File: config.mk
export PLATFORM = sky130hd
export DESIGN_NAME = lockpick_host_driver_flat
export DESIGN_NICKNAME = d
export VERILOG_FILES = /design/src/rtl/lockpick_host_driver_if.sv /design/src/rtl/lockpick_host_driver.sv /design/src/flat_wrapper.sv
export SDC_FILE = /design/constraint.sdc
export NUM_CORES = 1
export LEC_CHECK = 0
export BUFFER_PORTS_ARGS = -buffer_cell sky130_fd_sc_hd__clkbuf_2
export CORE_UTILIZATION = 35
export CTS_CLUSTER_SIZE = 14
export DETAILED_ROUTE_END_ITERATION = 10
export GPL_TIMING_DRIVEN = 0
export PLACE_DENSITY = 0.66
export SYNTH_ARGS = -nofsm -noshare
export SYNTH_HDL_FRONTEND = slang
export SYNTH_SLANG_ARGS = --single-unit
File: constraint.sdc
create_clock -name clk -period 9.1 [get_ports clk]
set_input_delay 1.82 -clock clk [delete_from_list [all_inputs] [get_ports clk]]
set_output_delay 1.82 -clock clk [all_outputs]
set_load 0.02 [all_outputs]
File: src/rtl/lockpick_host_driver_if.sv
// rtl/lockpick_host_driver_if.sv - host command, game byte bus and response signals of lockpick_host_driver
// LOCKPICK_DRV_CHECK_EN adds rsp_proto_err to the bundle.
interface lockpick_host_driver_if;
   logic         cmd_valid;
   logic         cmd_ready;
   logic [255:0] cmd_key_a;
   logic [255:0] cmd_key_b;
   logic         game_start;
   logic         game_in_en;
   logic [7:0]   game_in_data;
   logic         game_out_valid;
   logic [7:0]   game_out_data;
   logic [1:0]   game_status;
   logic         rsp_valid;
   logic         rsp_ready;
   logic [255:0] rsp_msg;
   logic [1:0]   rsp_status;
   logic         rsp_timeout;
   logic [1:0]   attempt_cnt;
   logic         session_open;
`ifdef LOCKPICK_DRV_CHECK_EN
   logic         rsp_proto_err;
`endif

   modport master (
      input  cmd_valid, cmd_key_a, cmd_key_b,
      input  game_out_valid, game_out_data, game_status, rsp_ready,
      output cmd_ready, game_start, game_in_en, game_in_data,
      output rsp_valid, rsp_msg, rsp_status, rsp_timeout, attempt_cnt, session_open
`ifdef LOCKPICK_DRV_CHECK_EN
      , output rsp_proto_err
`endif
   );

   modport slave (
      output cmd_valid, cmd_key_a, cmd_key_b,
      output game_out_valid, game_out_data, game_status, rsp_ready,
      input  cmd_ready, game_start, game_in_en, game_in_data,
      input  rsp_valid, rsp_msg, rsp_status, rsp_timeout, attempt_cnt, session_open
`ifdef LOCKPICK_DRV_CHECK_EN
      , input rsp_proto_err
`endif
   );
endinterface

File: src/rtl/lockpick_host_driver.sv
// rtl/lockpick_host_driver.sv - lockpick player side: sends a key pair, collects the 32-byte result
// LOCKPICK_DRV_CHECK_EN enables the result-pattern checker driving rsp_proto_err.
module lockpick_host_driver #(
   parameter int PACE    = 0,
   parameter int TIMEOUT = 1023
) (
   input  logic                   clk,
   input  logic                   rst_n,
   lockpick_host_driver_if.master bus
);
   localparam int PW = (PACE > 0) ? $clog2(PACE + 1) : 1;
   localparam int TW = (TIMEOUT > 0) ? $clog2(TIMEOUT + 1) : 1;
   localparam logic [PW-1:0] PACE_L = PW'(PACE);
   localparam logic [TW-1:0] TMO_L  = TW'(TIMEOUT);

   typedef enum logic [2:0] {
      S_IDLE, S_START, S_SEND_A, S_SEND_B, S_WAIT, S_RECV, S_RESP
   } state_t;

   state_t        r_state, w_state_nxt;
   logic [255:0]  r_key_a, r_key_b, r_msg;
   logic [4:0]    r_byte_idx;
   logic [PW-1:0] r_pace_cnt;
   logic [TW-1:0] r_tmo_cnt;
   logic [1:0]    r_status, r_attempt;
   logic          r_timeout, r_session;

   logic          w_slot_end, w_idx_last, w_tmo_hit, w_in_en;
   logic [7:0]    w_key_byte, w_idx_bit;
   logic [TW-1:0] w_tmo_inc;

   assign w_idx_bit  = {r_byte_idx, 3'b000};
   assign w_idx_last = (r_byte_idx == 5'd31);
   assign w_slot_end = (r_pace_cnt == PACE_L);
   assign w_tmo_inc  = r_tmo_cnt + TW'(1);
   assign w_tmo_hit  = (w_tmo_inc == TMO_L);

`ifdef LOCKPICK_DRV_CHECK_EN
   logic         r_proto_err, w_proto_err;
   logic [31:0]  w_pat;
   logic [255:0] w_msg_full;

   // Only meaningful on the 32nd beat, when the incoming byte completes the message.
   always_comb begin
      w_msg_full = {bus.game_out_data, r_msg[247:0]};
      case (bus.game_status)
         2'b10:   w_pat = 32'hFACEFACE;
         2'b01:   w_pat = 32'hBAD0BAD0;
         2'b11:   w_pat = 32'hDEADDEAD;
         default: w_pat = 32'h0;
      endcase
      w_proto_err = (bus.game_status == 2'b00) || (w_msg_full != {8{w_pat}});
   end

   assign bus.rsp_proto_err = r_proto_err;
`endif

   always_ff @(posedge clk or negedge rst_n) begin
      if (!rst_n) begin
         r_state <= S_IDLE;
      end else begin
         r_state <= w_state_nxt;
      end
   end

   always_comb begin
      w_state_nxt = r_state;
      w_in_en     = 1'b0;
      w_key_byte  = 8'd0;
      case (r_state)
         S_IDLE: begin
            if (bus.cmd_valid) begin
               w_state_nxt = r_session ? S_SEND_A : S_START;
            end
         end
         S_START: w_state_nxt = S_SEND_A;
         S_SEND_A, S_SEND_B: begin
            w_in_en = (r_pace_cnt == '0);
            if (w_in_en) begin
               w_key_byte = (r_state == S_SEND_B) ? r_key_b[w_idx_bit +: 8] : r_key_a[w_idx_bit +: 8];
            end
            if (w_slot_end && w_idx_last) begin
               w_state_nxt = (r_state == S_SEND_A) ? S_SEND_B : S_WAIT;
            end
         end
         S_WAIT, S_RECV: begin
            if (bus.game_out_valid) begin
               w_state_nxt = w_idx_last ? S_RESP : S_RECV;
            end else if (w_tmo_hit) begin
               w_state_nxt = S_RESP;
            end
         end
         S_RESP: begin
            if (bus.rsp_ready) begin
               w_state_nxt = S_IDLE;
            end
         end
         default: w_state_nxt = S_IDLE;
      endcase
   end

   always_ff @(posedge clk or negedge rst_n) begin
      if (!rst_n) begin
         r_key_a     <= '0;
         r_key_b     <= '0;
         r_msg       <= '0;
         r_byte_idx  <= '0;
         r_pace_cnt  <= '0;
         r_tmo_cnt   <= '0;
         r_status    <= 2'b00;
         r_attempt   <= 2'd0;
         r_timeout   <= 1'b0;
         r_session   <= 1'b0;
`ifdef LOCKPICK_DRV_CHECK_EN
         r_proto_err <= 1'b0;
`endif
      end else begin
         case (r_state)
            S_IDLE: begin
               if (bus.cmd_valid) begin
                  r_key_a    <= bus.cmd_key_a;
                  r_key_b    <= bus.cmd_key_b;
                  r_byte_idx <= '0;
                  r_pace_cnt <= '0;
               end
            end
            S_SEND_A, S_SEND_B: begin
               r_tmo_cnt <= '0;
               if (w_slot_end) begin
                  r_pace_cnt <= '0;
                  r_byte_idx <= r_byte_idx + 5'd1;
               end else begin
                  r_pace_cnt <= r_pace_cnt + PW'(1);
               end
            end
            S_WAIT, S_RECV: begin
               if (bus.game_out_valid) begin
                  r_msg[w_idx_bit +: 8] <= bus.game_out_data;
                  r_byte_idx            <= r_byte_idx + 5'd1;
                  r_tmo_cnt             <= '0;
                  if (w_idx_last) begin
                     r_status  <= bus.game_status;
                     r_timeout <= 1'b0;
`ifdef LOCKPICK_DRV_CHECK_EN
                     r_proto_err <= w_proto_err;
`endif
                     case (bus.game_status)
                        2'b01: begin
                           r_session <= 1'b1;
                           if (r_attempt != 2'd2) begin
                              r_attempt <= r_attempt + 2'd1;
                           end
                        end
                        2'b00: r_session <= 1'b0;
                        default: begin
                           r_session <= 1'b0;
                           r_attempt <= 2'd0;
                        end
                     endcase
                  end
               end else if (w_tmo_hit) begin
                  // Game went silent: the session state is unknown, so force a fresh start.
                  r_status   <= 2'b00;
                  r_timeout  <= 1'b1;
                  r_session  <= 1'b0;
                  r_attempt  <= 2'd0;
                  r_byte_idx <= '0;
`ifdef LOCKPICK_DRV_CHECK_EN
                  r_proto_err <= 1'b0;
`endif
               end else begin
                  r_tmo_cnt <= w_tmo_inc;
               end
            end
            default: ;
         endcase
      end
   end

   assign bus.cmd_ready    = (r_state == S_IDLE);
   assign bus.game_start   = (r_state == S_START);
   assign bus.game_in_en   = w_in_en;
   assign bus.game_in_data = w_key_byte;
   assign bus.rsp_valid    = (r_state == S_RESP);
   assign bus.rsp_msg      = r_msg;
   assign bus.rsp_status   = r_status;
   assign bus.rsp_timeout  = r_timeout;
   assign bus.attempt_cnt  = r_attempt;
   assign bus.session_open = r_session;
endmodule
File: src/flat_wrapper.sv
// flat-port wrapper written by rule: the top's interface ports become plain ports
module lockpick_host_driver_flat 
#(
   parameter int PACE    = 0,
   parameter int TIMEOUT = 1023
)
  (clk, rst_n, bus_cmd_valid, bus_cmd_key_a, bus_cmd_key_b, bus_game_out_valid, bus_game_out_data, bus_game_status, bus_rsp_ready, bus_cmd_ready, bus_game_start, bus_game_in_en, bus_game_in_data, bus_rsp_valid, bus_rsp_msg, bus_rsp_status, bus_rsp_timeout, bus_attempt_cnt, bus_session_open);
  lockpick_host_driver_if bus_i ();
  input  logic clk;
  input  logic rst_n;
  input wire logic [$bits(bus_i.cmd_valid)-1:0] bus_cmd_valid;
  input wire logic [$bits(bus_i.cmd_key_a)-1:0] bus_cmd_key_a;
  input wire logic [$bits(bus_i.cmd_key_b)-1:0] bus_cmd_key_b;
  input wire logic [$bits(bus_i.game_out_valid)-1:0] bus_game_out_valid;
  input wire logic [$bits(bus_i.game_out_data)-1:0] bus_game_out_data;
  input wire logic [$bits(bus_i.game_status)-1:0] bus_game_status;
  input wire logic [$bits(bus_i.rsp_ready)-1:0] bus_rsp_ready;
  output wire logic [$bits(bus_i.cmd_ready)-1:0] bus_cmd_ready;
  output wire logic [$bits(bus_i.game_start)-1:0] bus_game_start;
  output wire logic [$bits(bus_i.game_in_en)-1:0] bus_game_in_en;
  output wire logic [$bits(bus_i.game_in_data)-1:0] bus_game_in_data;
  output wire logic [$bits(bus_i.rsp_valid)-1:0] bus_rsp_valid;
  output wire logic [$bits(bus_i.rsp_msg)-1:0] bus_rsp_msg;
  output wire logic [$bits(bus_i.rsp_status)-1:0] bus_rsp_status;
  output wire logic [$bits(bus_i.rsp_timeout)-1:0] bus_rsp_timeout;
  output wire logic [$bits(bus_i.attempt_cnt)-1:0] bus_attempt_cnt;
  output wire logic [$bits(bus_i.session_open)-1:0] bus_session_open;
  assign bus_i.cmd_valid = bus_cmd_valid;
  assign bus_i.cmd_key_a = bus_cmd_key_a;
  assign bus_i.cmd_key_b = bus_cmd_key_b;
  assign bus_i.game_out_valid = bus_game_out_valid;
  assign bus_i.game_out_data = bus_game_out_data;
  assign bus_i.game_status = bus_game_status;
  assign bus_i.rsp_ready = bus_rsp_ready;
  assign bus_cmd_ready = bus_i.cmd_ready;
  assign bus_game_start = bus_i.game_start;
  assign bus_game_in_en = bus_i.game_in_en;
  assign bus_game_in_data = bus_i.game_in_data;
  assign bus_rsp_valid = bus_i.rsp_valid;
  assign bus_rsp_msg = bus_i.rsp_msg;
  assign bus_rsp_status = bus_i.rsp_status;
  assign bus_rsp_timeout = bus_i.rsp_timeout;
  assign bus_attempt_cnt = bus_i.attempt_cnt;
  assign bus_session_open = bus_i.session_open;
  lockpick_host_driver #(.PACE(PACE), .TIMEOUT(TIMEOUT)) u_core (.clk(clk), .rst_n(rst_n), .bus(bus_i));
endmodule
==> impl_metrics.yaml <==
detailed_routing:
  drt_iter0_drc: 1466
  final_antenna_net_count: 0
  drt_first_pass_iters: 5
  route.vias.total: 24140
  drc: 0
  drt_wl_total_um: 136000
  avgViaCountPerCell: 5.31
  wl_per_cell_um: 30.0
worst_setup_path:
  required_ps: 7280
  crit_type: "reg2out"
  worstPathArrival_ps: 5530
  critPathMaxFanout: 10
  rrSetupSlack_ps: 3180
  reg2regPathDepth: 10
  endpoint_kind: "primary output"
  path_cells: "buf_2, clkbuf_1, clkbuf_1, clkbuf_1, mux4_2, a221oi_1, nand3_1, clkbuf_2"
  r2r-end: "u_core.bus.rsp_msg[140]"
  start_kind: "register"
  cpMaxStageDelayCell: "clkbuf_1"
  worst_r2r_startpoint: "u_core.r_byte_idx[0]"
  slowest_delay_ps: 1100
  cpMostUsedCell: "clkbuf_1"
placement:
  io_buffers: 799
  place_congestion: 0.844
  dp_hpwl_um: 105000
power_and_ir_drop:
  p_per_area_nw_per_um2: 313
  switching_share: 0.325
  p_int_uw: 9230
  ir_drop_mv: 0.188
  p_comb_frac: 0.334
  p_leak_uw: 0.0207
  clkPwrFrac: 0.269
  p_switching_uw: 4430
  seqPwrFrac: 0.397
global_routing:
  grt_pass1_vias: 25057
  grt_pass1_wl_um: 187000
  overflow: 0
  grt_max_degree: 115
  gr-usage-all-layers: 0.268
  antenna_found_initial: 43
finish:
  multiInputGateArea_um2: 14200
  final_nets: 3712
  drive_gt1_frac: 0.589
  syn2layout_area_growth_pct: 25.5
  nFillCells: 9066
  final_core_util: 0.443
  seq_area_um2: 19800
cts:
  cts_hold_buf: 0
  clk_pin_slew_worst_paths_ps: 60
  cts_tree: "built"
  clock_path_buffers: 3
  insertion_delay_ps: 650
  htreeDepth: 3
  cts_made_buffers: 89
  post_cts_buffers: 0
  clockRootBuffer: "clkbuf_16"
  cts_sinks: 792
  cts_resized: 0
synthesis:
  syn_nets: 2810
  synth.most_common_cell: "dfrtp_1"
  netlist_top_cells_count: "dfrtp_1 (792), mux2_2 (747), mux4_2 (123)"
  synth_flop_cell: "dfrtp_1"
  ys_warn_count: 0
  synth_edf_count: 0
  synth_cell_type_count: 67
  syn_area_per_cell_um2: 15.3
  netlist_instances: 2271
  ys_seq_elements: 792
  async_reset_ff_frac: 1.00
  synth_top_area_share: 0.571
  syn-cell-area_um2: 34700
  yosysTopAreaCell: "dfrtp_1"
  synthTopCellsByArea: "dfrtp_1 (57%), mux2_2 (24%), mux4_2 (8.0%)"
  ys_seq_area_frac: 0.571
run:
  drv_cap: 0
timing:
  rsz0062_at_grt: "no"
  finClkSkew_ps: 23.7
  period_share: 0.808
  worst_slew_margin_rel: 0.0140
  setup_viol: 0
  min_period_ps: 7350
  clock.fmax_ghz: 0.136
  fin_tns_setup_ps: 0
  worst_pin_slew_ps: 1480
  drv_slew: 0
  hold_viol: 0
min_path:
  min_to: "u_core.bus.rsp_msg[192]"
  whs_path_depth: 1
  hold_path_class: "reg2reg"
  min-delay-start: "u_core.bus.rsp_msg[192]"
floorplan:
  die_w_um: 317
  die_h_um: 317
  die_area_um2: 101000
  rows: 115
  core_um2: 98400
  start_util: 0.353
  pin_count: 801
run_status:
  status: "completed"
-- sequential cells by signal, summed over array words and instances, names as in the netlist --
name                     count
u_core.bus.rsp_timeout       1
u_core.r_state               3
u_core.r_tmo_cnt            10
u_core.bus.rsp_status        2
u_core.bus.rsp_msg         256
u_core.bus.attempt_cnt       2
u_core.bus.session_open      1
u_core.r_byte_idx            5
u_core.r_key_b             256
u_core.r_key_a             256
-- power by group through the flow --
stage / Clock [µW] / Combinational, µW / Sequential [µW]
finish: 3680 / 4570 / 5420
global route: 3860 / 4830 / 5540
CTS: 3750 / 4640 / 5400
detailed placement: 0 / 4620 / 5460
global placement: 0 / 4510 / 5420
floorplan: 0 / 2980 / 5230
-- cells by family (layout without fill, tap and decap cells) --
kind of cell / after synthesis / after routing / synth area share
other: 0 / 16 / 0
muxes: 916 / 916 / 0.336
and+or+nand+nor: 262 / 262 / 0.0387
AOI/OAI and AO/OA: 141 / 141 / 0.0296
adders and majority gates: 12 / 12 / 0.00432
DFF: 792 / 792 / 0.571
buffers and inverters: 146 / 1116 / 0.0202
xor gates and xnor gates: 2 / 2 / 0.000504
-- final cells by class --
class                           instances  area share
Clock buffer                          121      0.0580
Inverter                               17     0.00146
Sequential cell                       792       0.454
Tap cell                             1287      0.0369
Multi-Input combinational cell       1333       0.326
Clock inverter                         38     0.00996
Antenna cell                           16    0.000918
Timing Repair Buffer                  811      0.0973
Buffer                                129      0.0147
-- placed cells by master, fill, tap and decap left out, drive strengths merged, types with 24 or more instances in the layout --
cell | Yosys | layout
nand3 | 24 | 24
o21ai | 25 | 25
clkbuf | 52 | 972
dfrtp | 792 | 792
mux2 | 773 | 773
nor2 | 52 | 52
nand2 | 63 | 63
and2 | 51 | 51
buf | 77 | 89
mux4 | 123 | 123
-- metrics by stage --
stage	hold slack, ps	cell area [µm²]	cells	total power (µW)	setup WS [ps]
after global placement	469	40300	4357	9930	-13510
after detailed placement	474	40600	4369	10100	2300
after CTS	487	43600	4528	13800	1580
after floorplan	472	34700	2271	8200	4900
final	485	43600	4544	13700	1750
after global routing	508	43600	4538	14200	1620
-- per-layer routing --
metal	vias to the layer above	routed length, µm	share of wire	track usage
met3	250	10100	0.074	0.0748
li1	10246	-	-	-
met2	927	68500	0.50	0.464
met4	42	5040	0.037	0.101
met1	12675	52500	0.38	0.314
met5	-	256	0.0019	0
-- worst max-delay path, delay by kind of cell, from the launching register on --
family                 cells  cell delay (ps)
AO/OA/AOI/OAI              1              730
buffers and inverters      5             3090
AND/OR/NAND/NOR            1              150
multiplexers               1              490
flip-flops                 1              400
-- how the worst max path moves through the flow --
stage / start / to / slack (ps) / cells past startpoint
2_1_floorplan: u_core.r_state[1] / bus_game_in_data[3] / 4900 / 9
3_3_place_gp: rst_n / u_core.bus.rsp_msg[62] / -13510 / 1
3_5_place_dp: u_core.r_byte_idx[1] / bus_game_in_data[6] / 2300 / 8
4_1_cts: u_core.r_byte_idx[1] / bus_game_in_data[6] / 1580 / 8
5_1_grt: u_core.r_byte_idx[1] / bus_game_in_data[6] / 1620 / 8
6_report: u_core.r_byte_idx[1] / bus_game_in_data[6] / 1750 / 8
No activity file was read; power rests on OpenSTA's default activity.
